[config.mk]
export PLATFORM = sky130hd
export DESIGN_NAME = psram_bist_flat
export DESIGN_NICKNAME = d
export VERILOG_FILES = /design/src/rtl/psram_bist_if.sv /design/src/rtl/psram_bist.sv /design/src/flat_wrapper.sv
export SDC_FILE = /design/constraint.sdc
export NUM_CORES = 1
export LEC_CHECK = 0
export CORE_MARGIN = 8
export CORE_UTILIZATION = 30
export CTS_BUF_LIST = sky130_fd_sc_hd__clkbuf_4
export DETAILED_ROUTE_END_ITERATION = 10
export DONT_BUFFER_PORTS = 1
export HOLD_SLACK_MARGIN = 0.15
export PLACE_DENSITY = 0.47
export SLEW_MARGIN = 30
export SYNTH_ARGS = -nofsm -noshare
export SYNTH_HDL_FRONTEND = slang
export SYNTH_SLANG_ARGS = --single-unit
[constraint.sdc]
create_clock -name sys_clk -period 3.25 [get_ports sys_clk]
set_input_delay 0.65 -clock sys_clk [delete_from_list [all_inputs] [get_ports sys_clk]]
set_output_delay 0.65 -clock sys_clk [all_outputs]
set_load 0.005 [all_outputs]
[src/rtl/psram_bist_if.sv]
// psram_bist_if -- user-side bus between the BIST engine and the PSRAM controller.
//   init_calib     controller calibration complete (controller -> BIST)
//   cmd / cmd_en   1 = write, 0 = read; one-cycle command strobe
//   addr           command address
//   wr_data        write beat, data_mask held at 0
//   rd_data / rd_data_valid  read return beats
// master = BIST side, slave = controller / memory model side.
interface psram_bist_if #(
  parameter int DATA_W = 64,
  parameter int ADDR_W = 21
);
  logic                init_calib;
  logic                cmd;
  logic                cmd_en;
  logic [ADDR_W-1:0]   addr;
  logic [DATA_W-1:0]   wr_data;
  logic [DATA_W/8-1:0] data_mask;
  logic [DATA_W-1:0]   rd_data;
  logic                rd_data_valid;

  modport master (
    input  init_calib, rd_data, rd_data_valid,
    output cmd, cmd_en, addr, wr_data, data_mask
  );

  modport slave (
    output init_calib, rd_data, rd_data_valid,
    input  cmd, cmd_en, addr, wr_data, data_mask
  );
endinterface

[src/rtl/psram_bist.sv]
// psram_bist -- write/read-back self test for a PSRAM controller user port.
// Writes NUM_BURSTS bursts of a selectable pattern, reads them back and
// counts mismatched or missing beats.
//   sys_clk, sys_rst_n   clock; async active-low reset, released synchronously
//   start, pattern_sel   begin a test (idle/done only); 0 addr-tag, 1 ~addr-tag,
//                        2 LFSR, 3 checkerboard
//   busy, done, pass     status; err_count saturating mismatch count
//   bus                  controller user interface (master modport)
// Optional: define PSRAM_BIST_ERRLOG_EN to add first_err_addr/beat/data/valid,
// which capture the first data mismatch of a run.
//
// state    | meaning
// IDLE     | waiting for start
// WAIT_CAL | waiting for init_calib (and command spacing) before the pass
// WR_BURST | issuing a write command and streaming its beats
// WR_GAP   | holding off until the next command may issue
// RD_CMD   | one-cycle read command
// RD_DATA  | comparing returned beats, bounded by RD_TIMEOUT
// RD_GAP   | spacing before next read; realigns LFSR after missing beats
// DONE     | result held until next start
module psram_bist #(
  parameter int DATA_W      = 64,
  parameter int ADDR_W      = 21,
  parameter int BURST_BEATS = 16,
  parameter int ADDR_STEP   = 32,
  parameter int NUM_BURSTS  = 4,
  parameter int CMD_GAP     = 26,
  parameter int RD_TIMEOUT  = 64
) (
  input  logic              sys_clk,
  input  logic              sys_rst_n,
  input  logic              start,
  input  logic [1:0]        pattern_sel,
  output logic              busy,
  output logic              done,
  output logic              pass,
  output logic [15:0]       err_count,
`ifdef PSRAM_BIST_ERRLOG_EN
  output logic [ADDR_W-1:0] first_err_addr,
  output logic [4:0]        first_err_beat,
  output logic [DATA_W-1:0] first_err_data,
  output logic              first_err_valid,
`endif
  psram_bist_if.master      bus
);
  localparam int BEAT_W = 6;
  localparam int CMD_W  = $clog2(NUM_BURSTS + 1);
  localparam int TMR_W  = 16;

  typedef enum logic [2:0] {
    IDLE, WAIT_CAL, WR_BURST, WR_GAP, RD_CMD, RD_DATA, RD_GAP, DONE
  } state_t;

  state_t            state_q, state_d;
  logic [1:0]        pat_q, pat_d;
  logic [ADDR_W-1:0] addr_q, addr_d, addr_next;
  logic [CMD_W-1:0]  cmd_idx_q, cmd_idx_d;
  logic [BEAT_W-1:0] beat_q, beat_d, rx_cnt;
  logic [TMR_W-1:0]  gap_q, gap_d, tmo_q, tmo_d;
  logic [31:0]       lfsr_q, lfsr_d, lfsr_step;
  logic [15:0]       err_q, err_d;
  logic              cal_lost_q, cal_lost_d;
  logic [BEAT_W:0]   err_inc;
  logic [16:0]       err_sum;
  logic [DATA_W-1:0] pat_word, tag_word;
  logic              mismatch, start_acc, last_cmd, in_run;

  // Deassertion of the reset is retimed to sys_clk; assertion stays immediate.
  logic [1:0] rst_sync_q;
  logic       rst_n;
  always_ff @(posedge sys_clk or negedge sys_rst_n) begin
    if (!sys_rst_n) rst_sync_q <= 2'b00;
    else            rst_sync_q <= {rst_sync_q[0], 1'b1};
  end
  assign rst_n = rst_sync_q[1];

  // x^32 + x^22 + x^2 + x + 1, shifting towards the MSB.
  assign lfsr_step = {lfsr_q[30:0], lfsr_q[31] ^ lfsr_q[21] ^ lfsr_q[1] ^ lfsr_q[0]};
  assign tag_word  = {(DATA_W/2)'(addr_q), (DATA_W/2)'(beat_q)};
  assign last_cmd  = (cmd_idx_q == CMD_W'(NUM_BURSTS - 1));
  assign addr_next = last_cmd ? '0 : addr_q + ADDR_W'(ADDR_STEP);
  assign rx_cnt    = beat_q + {{(BEAT_W-1){1'b0}}, bus.rd_data_valid};
  assign in_run    = (state_q != IDLE) && (state_q != DONE) && (state_q != WAIT_CAL);

  always_comb begin
    unique case (pat_q)
      2'd0:    pat_word = tag_word;
      2'd1:    pat_word = ~tag_word;
      2'd2:    pat_word = {(DATA_W/32){lfsr_q}};
      default: pat_word = (beat_q[0] ^ cmd_idx_q[0]) ? {(DATA_W/8){8'h55}}
                                                      : {(DATA_W/8){8'hAA}};
    endcase
  end

  always_comb begin
    state_d     = state_q;
    pat_d       = pat_q;
    addr_d      = addr_q;
    cmd_idx_d   = cmd_idx_q;
    beat_d      = beat_q;
    lfsr_d      = lfsr_q;
    err_d       = err_q;
    gap_d       = (gap_q != '0) ? gap_q - TMR_W'(1) : gap_q;
    tmo_d       = (tmo_q != '0) ? tmo_q - TMR_W'(1) : tmo_q;
    cal_lost_d  = cal_lost_q | (in_run & ~bus.init_calib);
    err_inc     = '0;
    mismatch    = 1'b0;
    start_acc   = 1'b0;
    bus.cmd     = 1'b0;
    bus.cmd_en  = 1'b0;
    bus.wr_data = '0;

    unique case (state_q)
      IDLE, DONE: begin
        if (start) begin
          start_acc  = 1'b1;
          state_d    = WAIT_CAL;
          pat_d      = pattern_sel;
          addr_d     = '0;
          cmd_idx_d  = '0;
          beat_d     = '0;
          err_d      = '0;
          cal_lost_d = 1'b0;
        end
      end
      WAIT_CAL: begin
        cal_lost_d = 1'b0;
        if (bus.init_calib && gap_q == '0) begin
          state_d = WR_BURST;
          lfsr_d  = 32'h1;
        end
      end
      WR_BURST: begin
        bus.cmd     = (beat_q == '0);
        bus.cmd_en  = (beat_q == '0);
        bus.wr_data = pat_word;
        lfsr_d      = lfsr_step;
        // Load CMD_GAP-2 so the follow-on command lands exactly CMD_GAP after this one.
        if (beat_q == '0) gap_d = TMR_W'(CMD_GAP - 2);
        if (beat_q == BEAT_W'(BURST_BEATS - 1)) begin
          beat_d    = '0;
          addr_d    = addr_next;
          cmd_idx_d = cmd_idx_q + CMD_W'(1);
          state_d   = WR_GAP;
        end else begin
          beat_d = beat_q + BEAT_W'(1);
        end
      end
      WR_GAP: begin
        if (gap_q == '0) begin
          if (cal_lost_q) begin
            state_d   = WAIT_CAL;
            addr_d    = '0;
            cmd_idx_d = '0;
            err_d     = '0;
          end else if (cmd_idx_q == CMD_W'(NUM_BURSTS)) begin
            state_d   = RD_CMD;
            cmd_idx_d = '0;
            lfsr_d    = 32'h1;
          end else begin
            state_d = WR_BURST;
          end
        end
      end
      RD_CMD: begin
        bus.cmd_en = 1'b1;
        gap_d      = TMR_W'(CMD_GAP - 2);
        tmo_d      = TMR_W'(RD_TIMEOUT - 1);
        beat_d     = '0;
        state_d    = RD_DATA;
      end
      RD_DATA: begin
        if (bus.rd_data_valid) begin
          lfsr_d   = lfsr_step;
          mismatch = (bus.rd_data != pat_word);
          beat_d   = rx_cnt;
        end
        if (rx_cnt == BEAT_W'(BURST_BEATS) || tmo_q == '0) begin
          err_inc   = (BEAT_W+1)'(BURST_BEATS) - {1'b0, rx_cnt};
          addr_d    = addr_next;
          cmd_idx_d = cmd_idx_q + CMD_W'(1);
          state_d   = RD_GAP;
        end
        err_inc = err_inc + {{BEAT_W{1'b0}}, mismatch};
      end
      RD_GAP: begin
        // Step the LFSR past beats that never arrived so later reads stay aligned.
        if (beat_q != BEAT_W'(BURST_BEATS)) begin
          beat_d = beat_q + BEAT_W'(1);
          lfsr_d = lfsr_step;
        end else if (gap_q == '0 && !bus.rd_data_valid) begin
          if (cal_lost_q) begin
            state_d   = WAIT_CAL;
            addr_d    = '0;
            cmd_idx_d = '0;
            beat_d    = '0;
            err_d     = '0;
          end else if (cmd_idx_q == CMD_W'(NUM_BURSTS)) begin
            state_d = DONE;
          end else begin
            state_d = RD_CMD;
          end
        end
      end
      default: state_d = IDLE;
    endcase

    err_sum = {1'b0, err_q} + 17'(err_inc);
    if (err_inc != '0) err_d = err_sum[16] ? 16'hFFFF : err_sum[15:0];
  end

  always_ff @(posedge sys_clk or negedge rst_n) begin
    if (!rst_n) begin
      state_q    <= IDLE;
      pat_q      <= 2'd0;
      addr_q     <= '0;
      cmd_idx_q  <= '0;
      beat_q     <= '0;
      gap_q      <= '0;
      tmo_q      <= '0;
      lfsr_q     <= 32'h1;
      err_q      <= '0;
      cal_lost_q <= 1'b0;
    end else begin
      state_q    <= state_d;
      pat_q      <= pat_d;
      addr_q     <= addr_d;
      cmd_idx_q  <= cmd_idx_d;
      beat_q     <= beat_d;
      gap_q      <= gap_d;
      tmo_q      <= tmo_d;
      lfsr_q     <= lfsr_d;
      err_q      <= err_d;
      cal_lost_q <= cal_lost_d;
    end
  end

`ifdef PSRAM_BIST_ERRLOG_EN
  always_ff @(posedge sys_clk or negedge rst_n) begin
    if (!rst_n) begin
      first_err_addr  <= '0;
      first_err_beat  <= '0;
      first_err_data  <= '0;
      first_err_valid <= 1'b0;
    end else if (start_acc) begin
      first_err_addr  <= '0;
      first_err_beat  <= '0;
      first_err_data  <= '0;
      first_err_valid <= 1'b0;
    end else if (mismatch && !first_err_valid) begin
      first_err_addr  <= addr_q;
      first_err_beat  <= beat_q[4:0];
      first_err_data  <= bus.rd_data;
      first_err_valid <= 1'b1;
    end
  end
`endif

  assign busy          = (state_q != IDLE) && (state_q != DONE);
  assign done          = (state_q == DONE);
  assign pass          = done && (err_q == '0);
  assign err_count     = err_q;
  assign bus.addr      = addr_q;
  assign bus.data_mask = '0;
endmodule

[src/flat_wrapper.sv]
// flat-port wrapper written by rule: the top's interface ports become plain ports
module psram_bist_flat 
#(
  parameter int DATA_W      = 64,
  parameter int ADDR_W      = 21,
  parameter int BURST_BEATS = 16,
  parameter int ADDR_STEP   = 32,
  parameter int NUM_BURSTS  = 4,
  parameter int CMD_GAP     = 26,
  parameter int RD_TIMEOUT  = 64
)
  (sys_clk, sys_rst_n, start, pattern_sel, busy, done, pass, err_count, bus_init_calib, bus_rd_data, bus_rd_data_valid, bus_cmd, bus_cmd_en, bus_addr, bus_wr_data, bus_data_mask);
  psram_bist_if #(.DATA_W(DATA_W), .ADDR_W(ADDR_W)) bus_i ();
  input  logic sys_clk;
  input  logic sys_rst_n;
  input  logic start;
  input  logic [1:0] pattern_sel;
  output logic busy;
  output logic done;
  output logic pass;
  output logic [15:0] err_count;
  input wire logic [$bits(bus_i.init_calib)-1:0] bus_init_calib;
  input wire logic [$bits(bus_i.rd_data)-1:0] bus_rd_data;
  input wire logic [$bits(bus_i.rd_data_valid)-1:0] bus_rd_data_valid;
  output wire logic [$bits(bus_i.cmd)-1:0] bus_cmd;
  output wire logic [$bits(bus_i.cmd_en)-1:0] bus_cmd_en;
  output wire logic [$bits(bus_i.addr)-1:0] bus_addr;
  output wire logic [$bits(bus_i.wr_data)-1:0] bus_wr_data;
  output wire logic [$bits(bus_i.data_mask)-1:0] bus_data_mask;
  assign bus_i.init_calib = bus_init_calib;
  assign bus_i.rd_data = bus_rd_data;
  assign bus_i.rd_data_valid = bus_rd_data_valid;
  assign bus_cmd = bus_i.cmd;
  assign bus_cmd_en = bus_i.cmd_en;
  assign bus_addr = bus_i.addr;
  assign bus_wr_data = bus_i.wr_data;
  assign bus_data_mask = bus_i.data_mask;
  psram_bist #(.DATA_W(DATA_W), .ADDR_W(ADDR_W), .BURST_BEATS(BURST_BEATS), .ADDR_STEP(ADDR_STEP), .NUM_BURSTS(NUM_BURSTS), .CMD_GAP(CMD_GAP), .RD_TIMEOUT(RD_TIMEOUT)) u_core (.sys_clk(sys_clk), .sys_rst_n(sys_rst_n), .start(start), .pattern_sel(pattern_sel), .busy(busy), .done(done), .pass(pass), .err_count(err_count), .bus(bus_i));
endmodule
After elaboration in Yosys (flattened, before gate mapping)
Cells that the tools add are included.

Word-level logic and storage cells: 164. Output and inout port bits: 114. Flip-flop bits (word level): 118.

$add $sub $neg: 9. Eq/ne operators: 36. Multiplexer cells: 70. Reductions and logical operators: 30. Bitwise operators: 8.

Operator list (count): $mux 32 (6); $pmux 64 s3 (1); $mux 16 (11); $mux 21 (8); $pmux 32 s5 (1); $mux 64 (2); $pmux 21 s5 (1); $ne 64x64->1 (1); $not 53->64 (1); $mux 3 (19); $logic_not 16->1 (3); $pmux 16 s3 (1); $mux 6 (6); $pmux 16 s2 (1); $reduce_bool 16->1 (2); $sub 16x1->16 const B (2); $pmux 6 s5 (1); $add 21x6->21 const B (1); $mux 7 (3); $pmux 3 s7 (1); $reduce_and 7->1 (3); $ne 3x1->1 const B (6); $add 16x7->17 (1); $ne 2x1->1 const B (8); 39 further kinds (63).

Depth between registers and ports, before layout
Gate-level depths: netlist of the first run.

Word-level depth: 11. Gate-level depth with buffers: 25. Mapped depth without buffers: 23.

Worst setup path after synthesis of the first run
Ideal clock, no wire load.

Kind: flip-flop to flip-flop. Start: register u_core.beat_q[0]. End: register u_core.err_q[2], in the netlist u_core.err_count[2]. Cell stages (with the launch flop): 25. Setup slack: -1666 ps. Buffers on the path: 3. Required time: 3129 ps. Data arrival time: 4795 ps. Setup time: 121 ps. Clock period less this slack: 4916 ps. Cells stage by stage: dfrtp_1 > clkbuf_1 > xor2_1 > and2_1 > clkbuf_1 > o21ai_0 > o21ai_0 > xor2_1 > nand4_1 > nor4_1 > nor4b_1 > a41oi_1 > ha_1 > ha_1 > and2_1 > fa_1 > a21o_1 > a21oi_1 > o21bai_1 > a21oi_1 > o21bai_1 > nand2b_1 > clkbuf_1 > nand2_1 > a22o_1.

Word-level cells in the longest chain between the ends: 11. Elaborated cells on any way between the ends: 26. Classes of those cells: add/sub: 4; eq/ne: 7; mux: 9; bitwise: 2; reduce/logical: 4.

RTL lines: start: declaration (line psram_bist.sv:58) `logic [BEAT_W-1:0] beat_q, beat_d, rx_cnt;`; start signal: assignment (line psram_bist.sv:229) `beat_q <= beat_d;`; parallel branches: the longest is 11 deep, another holds $add 16x7->17; end signal: assignment (line psram_bist.sv:233) `err_q <= err_d;`; end: declaration (line psram_bist.sv:61) `logic [15:0] err_q, err_d;`.

Several ways; the timed one is not identified. The select of a mux whose other input is x is not followed. A chain may end at the register's enable or synchronous reset.

Worst setup path after layout of the first run
Start: register u_core.cmd_idx_q[0]. End: register u_core.err_q[8], in the netlist u_core.err_count[8].

Word-level cells in the longest chain between the ends: 11. Elaborated cells on any way between the ends: 18. Classes of those cells: add/sub: 2; eq/ne: 5; mux: 7; bitwise: 1; reduce/logical: 3.

RTL lines: start: declaration (line psram_bist.sv:57) `logic [CMD_W-1:0] cmd_idx_q, cmd_idx_d;`; start signal: assignment (line psram_bist.sv:228) `cmd_idx_q <= cmd_idx_d;`; $xor 1x1->1 (*) (line psram_bist.sv:90) `default: pat_word = (beat_q[0] ^ cmd_idx_q[0]) ? {(DATA_W/8){8'h55}}`; $mux 64 (*) (line psram_bist.sv:90); $pmux 64 s3 (*) (line psram_bist.sv:86) `unique case (pat_q)`; $ne 64x64->1 (*) (line psram_bist.sv:175) `mismatch = (bus.rd_data != pat_word);`; $mux 1 (*) (line psram_bist.sv:173) `if (bus.rd_data_valid) begin`; $mux 1 (*) (line psram_bist.sv:113) `unique case (state_q)`; $add 7x1->7 (*) (line psram_bist.sv:184) `err_inc = err_inc + {{BEAT_W{1'b0}}, mismatch};`; $mux 7 (*) (line psram_bist.sv:113); $add 16x7->17 or $reduce_bool 7->1 (tied branches) (line psram_bist.sv:208, psram_bist.sv:209); $mux 16, or another cell as far along (line psram_bist.sv:209) `if (err_inc != '0) err_d = err_sum[16] ? 16'hFFFF : err_sum[15:0];`; $mux 16 or $reduce_and 5->1 (tied branches).

Every way passes the cells marked *; elsewhere a longest branch is shown, timed or not. The select of a mux whose other input is x is not followed.

==> results of run 1 <==
==> worst max path at each step <==
stage,end,depth (start not counted)
detailed placement,u_core.err_count[8],22
CTS,u_core.err_count[1],24
floorplan,u_core.err_count[3],24
finish,u_core.err_count[8],22
global route,u_core.err_count[8],23
global placement,u_core.err_count[0],23
==> worst reg2reg max path, cell delays in order, from the launching register on <==
cell,delay [ns]
dfrtp_2,0.48
buf_12,0.15
xor2_4,0.19
a21boi_4,0.25
buf_6,0.16
a21oi_4,0.04
xnor2_2,0.15
nor4_2,0.22
nand4_1,0.24
nor4b_4,0.32
a41oi_2,0.27
ha_4,0.26
ha_4,0.21
and2_4,0.14
fa_2,0.36
a21o_1,0.19
a21oi_2,0.15
o21bai_1,0.09
a21oi_2,0.16
o21bai_2,0.10
buf_6,0.15
and2_4,0.16
a311oi_2,0.25
==> power by group through the flow <==
stage          sequential [mW]  clock [mW]  combinational (mW)
2_1_floorplan             2.16           0                3.61
6_report                  2.24        1.19                6.44
4_1_cts                   2.24        1.24                6.28
3_5_place_dp              2.26           0                5.99
5_1_grt                   2.30        1.28                7.06
3_3_place_gp              2.26           0                5.97
==> area by class of cell <==
cell class / instances / area, um^2 / area share, %
diodes: 1 / 2.502 / 0.02129
repair buffers: 255 / 2061 / 17.53
inverters: 23 / 86.33 / 0.7344
clock inverters: 15 / 185.2 / 1.575
clock buffers: 17 / 127.6 / 1.086
flip-flops and latches: 113 / 2838 / 24.14
multi-input cells: 922 / 5976 / 50.83
well taps: 384 / 480.5 / 4.087
==> state kept, by name, summed over array words and instances (netlist names) <==
name / flops
u_core.gap_q: 16
u_core.cmd_idx_q: 3
u_core.tmo_q: 16
u_core.rst_sync_q: 2
u_core.state_q: 3
u_core.err_count: 16
u_core.beat_q: 6
u_core.bus.addr: 16
u_core.pat_q: 2
u_core.lfsr_q: 32
u_core.cal_lost_q: 1
==> layout by cell type (no fill, tap or decap), types with 5 or more instances in the layout <==
| cell type | Yosys | final |
|---|---|---|
| xnor2_1 | 66 | 63 |
| nor3_1 | 31 | 31 |
| a21oi_2 | 0 | 13 |
| nand2_1 | 136 | 128 |
| nor2b_1 | 26 | 25 |
| a31oi_1 | 13 | 12 |
| nand2_2 | 0 | 7 |
| a22o_1 | 8 | 7 |
| nand3_1 | 21 | 21 |
| o21a_1 | 7 | 7 |
| buf_6 | 1 | 11 |
| conb_1 | 2 | 14 |
| ha_1 | 21 | 15 |
| o31ai_1 | 14 | 13 |
| a311oi_2 | 0 | 8 |
| and2_1 | 16 | 12 |
| xor2_1 | 32 | 29 |
| nor4_1 | 14 | 12 |
| nand2b_1 | 14 | 12 |
| clkbuf_4 | 0 | 17 |
| a21oi_1 | 86 | 71 |
| nand4_1 | 13 | 13 |
| or3_1 | 14 | 14 |
| a22oi_1 | 7 | 7 |
| and2_4 | 2 | 6 |
| buf_12 | 0 | 6 |
| o21ai_1 | 3 | 5 |
| nor2_1 | 119 | 118 |
| o21ai_0 | 115 | 108 |
| and3_1 | 15 | 15 |
| buf_4 | 24 | 235 |
| dfrtp_1 | 112 | 107 |
| o211ai_1 | 8 | 8 |
| o22ai_1 | 23 | 15 |
| inv_1 | 23 | 23 |
==> cells by family after synthesis <==
family | Yosys count | synth area share [%]
compound gates | 336 | 23.14
xor+xnor | 98 | 9.744
fa+ha+maj | 22 | 3.210
buf+inv | 122 | 6.406
flops | 113 | 32.12
mux | 6 | 0.7386
other cells | 2 | 0.08526
simple gates | 446 | 24.56
==> stage by stage <==
| stage | hold WS, ns | utilization (%) | setup WS (ns) | power, mW | std cells |
|---|---|---|---|---|---|
| after floorplan | 0.3311 | - | -0.9934 | 5.768 | 1157 |
| after global placement | 0.3396 | 37.94 | -1.572 | 8.231 | 1673 |
| after detailed placement | 0.3380 | 37.96 | -1.620 | 8.246 | 1673 |
| after CTS | 0.1602 | 40.06 | -1.397 | 9.755 | 1719 |
| after global routing | 0.1738 | 40.85 | -1.656 | 10.65 | 1730 |
| final | 0.2123 | 40.85 | -1.506 | 9.869 | 1730 |
==> per-layer routing <==
metal  vias up  GRT usage (%)
met1      4246          22.39
met2       308          28.60
met5         -              0
met4         2          6.475
li1       4411              -
met3        46          4.456
==> timing repair <==
| item | in CTS | in global routing |
|---|---|---|
| endpoints found under the hold margin | 2 | 0 |
| gates cloned | 1 | 0 |
| setup buffers | 13 | 10 |
| hold buffers | 1 | 0 |
| pin swaps | 15 | 33 |
| resized for setup | 37 | 28 |
| setup endpoints to repair | 16 | 29 |
==> impl_metrics.tcl, run 1 <==
set metrics [dict create \
    status "complete, but fails checks" \
    violations "negative setup slack" \
    synth_top_area_share_pct 31.82 \
    avgViaCountPerCell 5.210 \
    dr.first_iter.drc_count 624 \
    grt_pass1_wl_um 49870 \
    r2r_setup_slack_ns -1.51 \
    reg2reg_to "u_core.err_count[8]" \
    pwr-share-comb_pct 65.2 \
    fin_skew_ns 0.03973 \
    peakVddDrop_v 0.0003857 \
    synth_cell_types 71 \
    min_period_over_period_pct 146.4 \
    seq_power_share_pct 22.7 \
    holdPathStages 1 \
    drt_wl_total_um 32050 \
    final.fill_count 2974 \
    max_freq_mhz 210.2 \
    io_buffers 0 \
    globalRouteTotalUtil_pct 17.67 \
    rsz0062_at_grt "yes" \
    drt_pass1_iterations 5 \
    synth_edf_count 0 \
    final.setup.tns_ns -22.96 \
    dp_hpwl_um 24760 \
    ys_ff_latch 113 \
    finish.net_count 1425 \
    clk_pin_slew_ns 0.15 \
    critPathTopFamily "compound AO/OA/AOI/OAI gates" \
    areaGrowthSynthToFinish_pct 33.47 \
    cts-buffers-inserted 17 \
    endpoint_kind "flop" \
    final_area_mm2 0.01176 \
    start_kind "flop" \
    max_stage_delay_ns 0.48 \
    hold_viol_final 0 \
    m1WireLength_um 14190 \
    yosys-top-cells-area "dfrtp_1 32%, xnor2_1 6.6%, o21ai_0 6.5%, nand2_1 5.8%, nor2_1 5.1%" \
    powerDensity_mw_per_mm2 839.4 \
    rows 62 \
    htreeDepth 4 \
    antenna_found_initial 2 \
    path_buf_inv 3 \
    leakagePower_nw 5.037 \
    worstHoldStart "pattern_sel[1]" \
    cp.required_ns 3.71 \
    reg2reg_depth 22 \
    cts_max_path_buffers 2 \
    die_area_mm2 0.03510 \
    synth_warnings 0 \
    setup_slack_ns -1.506 \
    crit_slowest_cell "dfrtp_2" \
    wl_per_cell_um 18.53 \
    core_area_mm2 0.02878 \
    synth-seq-area-share_pct 32.12 \
    antenna_left 0 \
    grt_max_degree 62 \
    synth_area_mm2 0.008808 \
    min_path_type "in2reg" \
    critical_path_peak_fanout 6 \
    grt_pass1_vias 8562 \
    gp_congestion 0.9239 \
    chipWidth_um 187.4 \
    dr_wl_met3_um 2321 \
    start_util_pct 30.61 \
    synthCells 1145 \
    io_pins 185 \
    routed.top_layer "met5" \
    gr-total-overflow 0 \
    dr_total_vias 9013 \
    drc 0 \
    drive_above_1_share_pct 29.00 \
    max-slew-margin-rel_pct 43.89 \
    swShare_pct 44.70 \
    clk_latency_ns 0.58 \
    die_h_um 187.4 \
    path_cells "buf_12 -> xor2_4 -> a21boi_4 -> buf_6 -> a21oi_4 -> xnor2_2 -> nor4_2 -> nand4_1 -> nor4b_4 -> a41oi_2 -> ha_4 -> ha_4 -> and2_4 -> fa_2 -> a21o_1 -> a21oi_2 -> o21bai_1 -> a21oi_2 -> o21bai_2 -> buf_6 -> and2_4 -> a311oi_2" \
    r2r_start "u_core.cmd_idx_q[0]" \
    cts_tree "done" \
    hold_path_end "u_core.pat_q[1]" \
    synthTopCellsByCount "136 x nand2_1, 119 x nor2_1, 115 x o21ai_0" \
    clkSinkCount 113 \
    maxSlewViolCount 0 \
    critPathKind "reg2reg" \
    cp-startpoint "u_core.cmd_idx_q[0]" \
    p_switching_mw 4.411 \
    syn_area_per_cell_um2 7.693 \
    wl_met2_um 14640 \
    yosysMostFrequentCell "nand2_1" \
    setup_viol_count_final 16 \
    clockRootBuffer "clkbuf_4" \
    tightestPinTransition_ns 0.8416 \
    cp_data_arrival_time_ns 5.22 \
    place_area_mm2 0.01093 \
    synth-async-reset-ratio_pct 100.0 \
    period_minus_slack_ns 4.756 \
    p_int_mw 5.458 \
    p_clk_share_pct 12.1 \
    synth_top_area_cell "dfrtp_1" \
    synth_ff_type "dfrtp_1" \
    cap_violations 0 \
]
Power figures use the tool's default switching activity.
==> run 2: changes to the inputs <==
- MAX_ROUTING_LAYER: not set -> met4
==> run 2 against run 1 <==
  * The flow still finishes with violations (negative setup slack)
  * Clock power about the same
  * Register-to-register slack about the same
  * Clock skew decreased by 0.0033 ns
  * Routed wire length shrank 0.12%
  * Via count down 0.57%
  * Critical path type unchanged
  * Largest power group unchanged
==> impl_metrics.tcl, run 2 (synthesis gave the netlist of run 1 again) <==
set metrics [dict create \
    largest_reg_flops 32 \
    cap_violations 0 \
    io_buffers 0 \
    critical_path_peak_fanout 6 \
    peakVddDrop_v 0.0003331 \
    max_stage_delay_ns 0.48 \
    gr-total-overflow 0 \
    start_util_pct 30.61 \
    layout_common_cells "232 x buf_4, 128 x nand2_1, 118 x nor2_1, 108 x o21ai_0, 107 x dfrtp_1" \
    top_register "u_core.lfsr_q" \
    min_path_type "in2reg" \
    globalRouteTotalUtil_pct 18.18 \
    violations "negative setup slack" \
    maxSlewViolCount 0 \
    setup_slack_ns -1.508 \
    dr.first_iter.drc_count 638 \
    final_area_mm2 0.01171 \
    antenna_left 0 \
    cp.required_ns 3.71 \
    core_area_mm2 0.02878 \
    hold_viol_final 0 \
    path_buf_inv 3 \
    finish.net_count 1420 \
    place_area_mm2 0.01093 \
    areaGrowthSynthToFinish_pct 32.88 \
    grt_max_degree 62 \
    avgViaCountPerCell 5.192 \
    cts_max_path_buffers 2 \
    wl_per_cell_um 18.55 \
    cts_tree "done" \
    max_freq_mhz 210.2 \
    period_minus_slack_ns 4.758 \
    clockRootBuffer "clkbuf_4" \
    leakagePower_nw 5.012 \
    drc 0 \
    start_kind "flop" \
    endpoint_kind "flop" \
    critPathTopFamily "compound AO/OA/AOI/OAI gates" \
    gp_congestion 0.9402 \
    powerDensity_mw_per_mm2 835.2 \
    final.setup.tns_ns -23.02 \
    dp_hpwl_um 24760 \
    min_period_over_period_pct 146.4 \
    grt_pass1_vias 8550 \
    chipWidth_um 187.4 \
    setup_viol_count_final 16 \
    path_cells "buf_12 -> xor2_4 -> a21boi_4 -> buf_6 -> a21oi_4 -> xnor2_2 -> nor4_2 -> nand4_1 -> nor4b_4 -> a41oi_2 -> ha_4 -> ha_4 -> and2_4 -> fa_2 -> a21o_1 -> a21oi_2 -> o21bai_1 -> a21oi_2 -> o21bai_2 -> buf_6 -> and2_4 -> a311oi_2" \
    status "complete, but fails checks" \
    clk_pin_slew_ns 0.14 \
    rsz0062_at_grt "yes" \
    io_pins 185 \
    crit_slowest_cell "dfrtp_2" \
    grt_pass1_wl_um 49870 \
    drive_above_1_share_pct 28.73 \
    cp_data_arrival_time_ns 5.22 \
    die_area_mm2 0.03510 \
    critPathKind "reg2reg" \
    tightestPinTransition_ns 0.8431 \
    clkSinkCount 113 \
    htreeDepth 4 \
    cts-buffers-inserted 17 \
    clk_latency_ns 0.57 \
    dr_total_vias 8962 \
    drt_wl_total_um 32010 \
    antenna_found_initial 2 \
    drt_pass1_iterations 5 \
    final_common_cell "buf_4" \
    fin_skew_ns 0.03648 \
    die_h_um 187.4 \
    max-slew-margin-rel_pct 43.79 \
    rows 62 \
]
[run 2: cell count changes in the layout (fill, tap and decap cells not counted)]
| cell | change |
|---|---|
| buf_4 | -3 |
| a21oi_1 | +2 |
| a21oi_2 | -2 |
| and2_1 | -1 |
| and2_4 | +1 |
| buf_12 | -1 |
| buf_6 | -1 |
| diode_2 | +1 |
| nor3_1 | -1 |
| nor3_2 | +1 |
[run 2: final cells by class]
class                      instances  area (um^2)
antenna                            2        5.005
timing repair buffer             250         2007
sequential                       113         2838
tap                              384        480.5
inverter                          23        86.33
clock buffer                      17        127.6
multi-input combinational        922         5976
fill                            2974        17080
clock inverter                    15        185.2
[run 2: path summary, 6_finish.rpt]
kind	startpoint	to	slack, ns	cells past startpoint
max in group asynchronous	u_core.rst_sync_q[1]	u_core.cmd_idx_q[0]	2.00	1
max	u_core.cmd_idx_q[0]	u_core.err_count[8]	-1.51	22
min	pattern_sel[1]	u_core.pat_q[1]	0.22	1
min reg2reg	u_core.rst_sync_q[0]	u_core.rst_sync_q[1]	0.36	0
min in group asynchronous	sys_rst_n	u_core.rst_sync_q[1]	0.32	1
max reg2reg	u_core.cmd_idx_q[0]	u_core.err_count[8]	-1.51	22
[run 2: what timing repair did]
action                                  in CTS  in global routing
gates cloned                                 1                  0
buffers inserted                            13                  5
hold buffers                                 1                  0
endpoints found under the hold margin        2                  0
pin swaps                                   15                 35
gates resized for setup                     37                 27
endpoints found under the setup margin      16                 29
[run 2: per-layer routing]
metal / wire (um) / vias up / GRT usage (%)
li1: - / 4406 / -
met1: 14350 / 4209 / 22.42
met2: 14580 / 305 / 28.67
met3: 2204 / 42 / 4.325
met4: 880 / 0 / 6.475
met5: 0 / - / -
[run 2: where the power goes]
part | switching [mW] | total [mW] | leakage (nW) | internal (mW)
Combinational | 3.32 | 6.35 | 3.36 | 3.03
Clock | 0.645 | 1.19 | 0.158 | 0.542
Sequential | 0.434 | 2.24 | 1.50 | 1.80
[run 2: through the flow]
step / setup slack (ns) / utilization [%] / hold WS [ns] / instances / power, mW
floorplan: -0.9934 / - / 0.3311 / 1157 / 5.768
global placement: -1.572 / 37.94 / 0.3396 / 1673 / 8.231
detailed placement: -1.620 / 37.96 / 0.3380 / 1673 / 8.246
CTS: -1.397 / 40.06 / 0.1602 / 1719 / 9.755
global route: -1.645 / 40.67 / 0.1739 / 1726 / 10.54
finish: -1.508 / 40.67 / 0.2194 / 1726 / 9.776
==> run 3: changes to the inputs <==
- CAP_MARGIN: not set -> 5
==> results of run 3 <==
Final layout, timing and power as in run 2 (identical DEF).
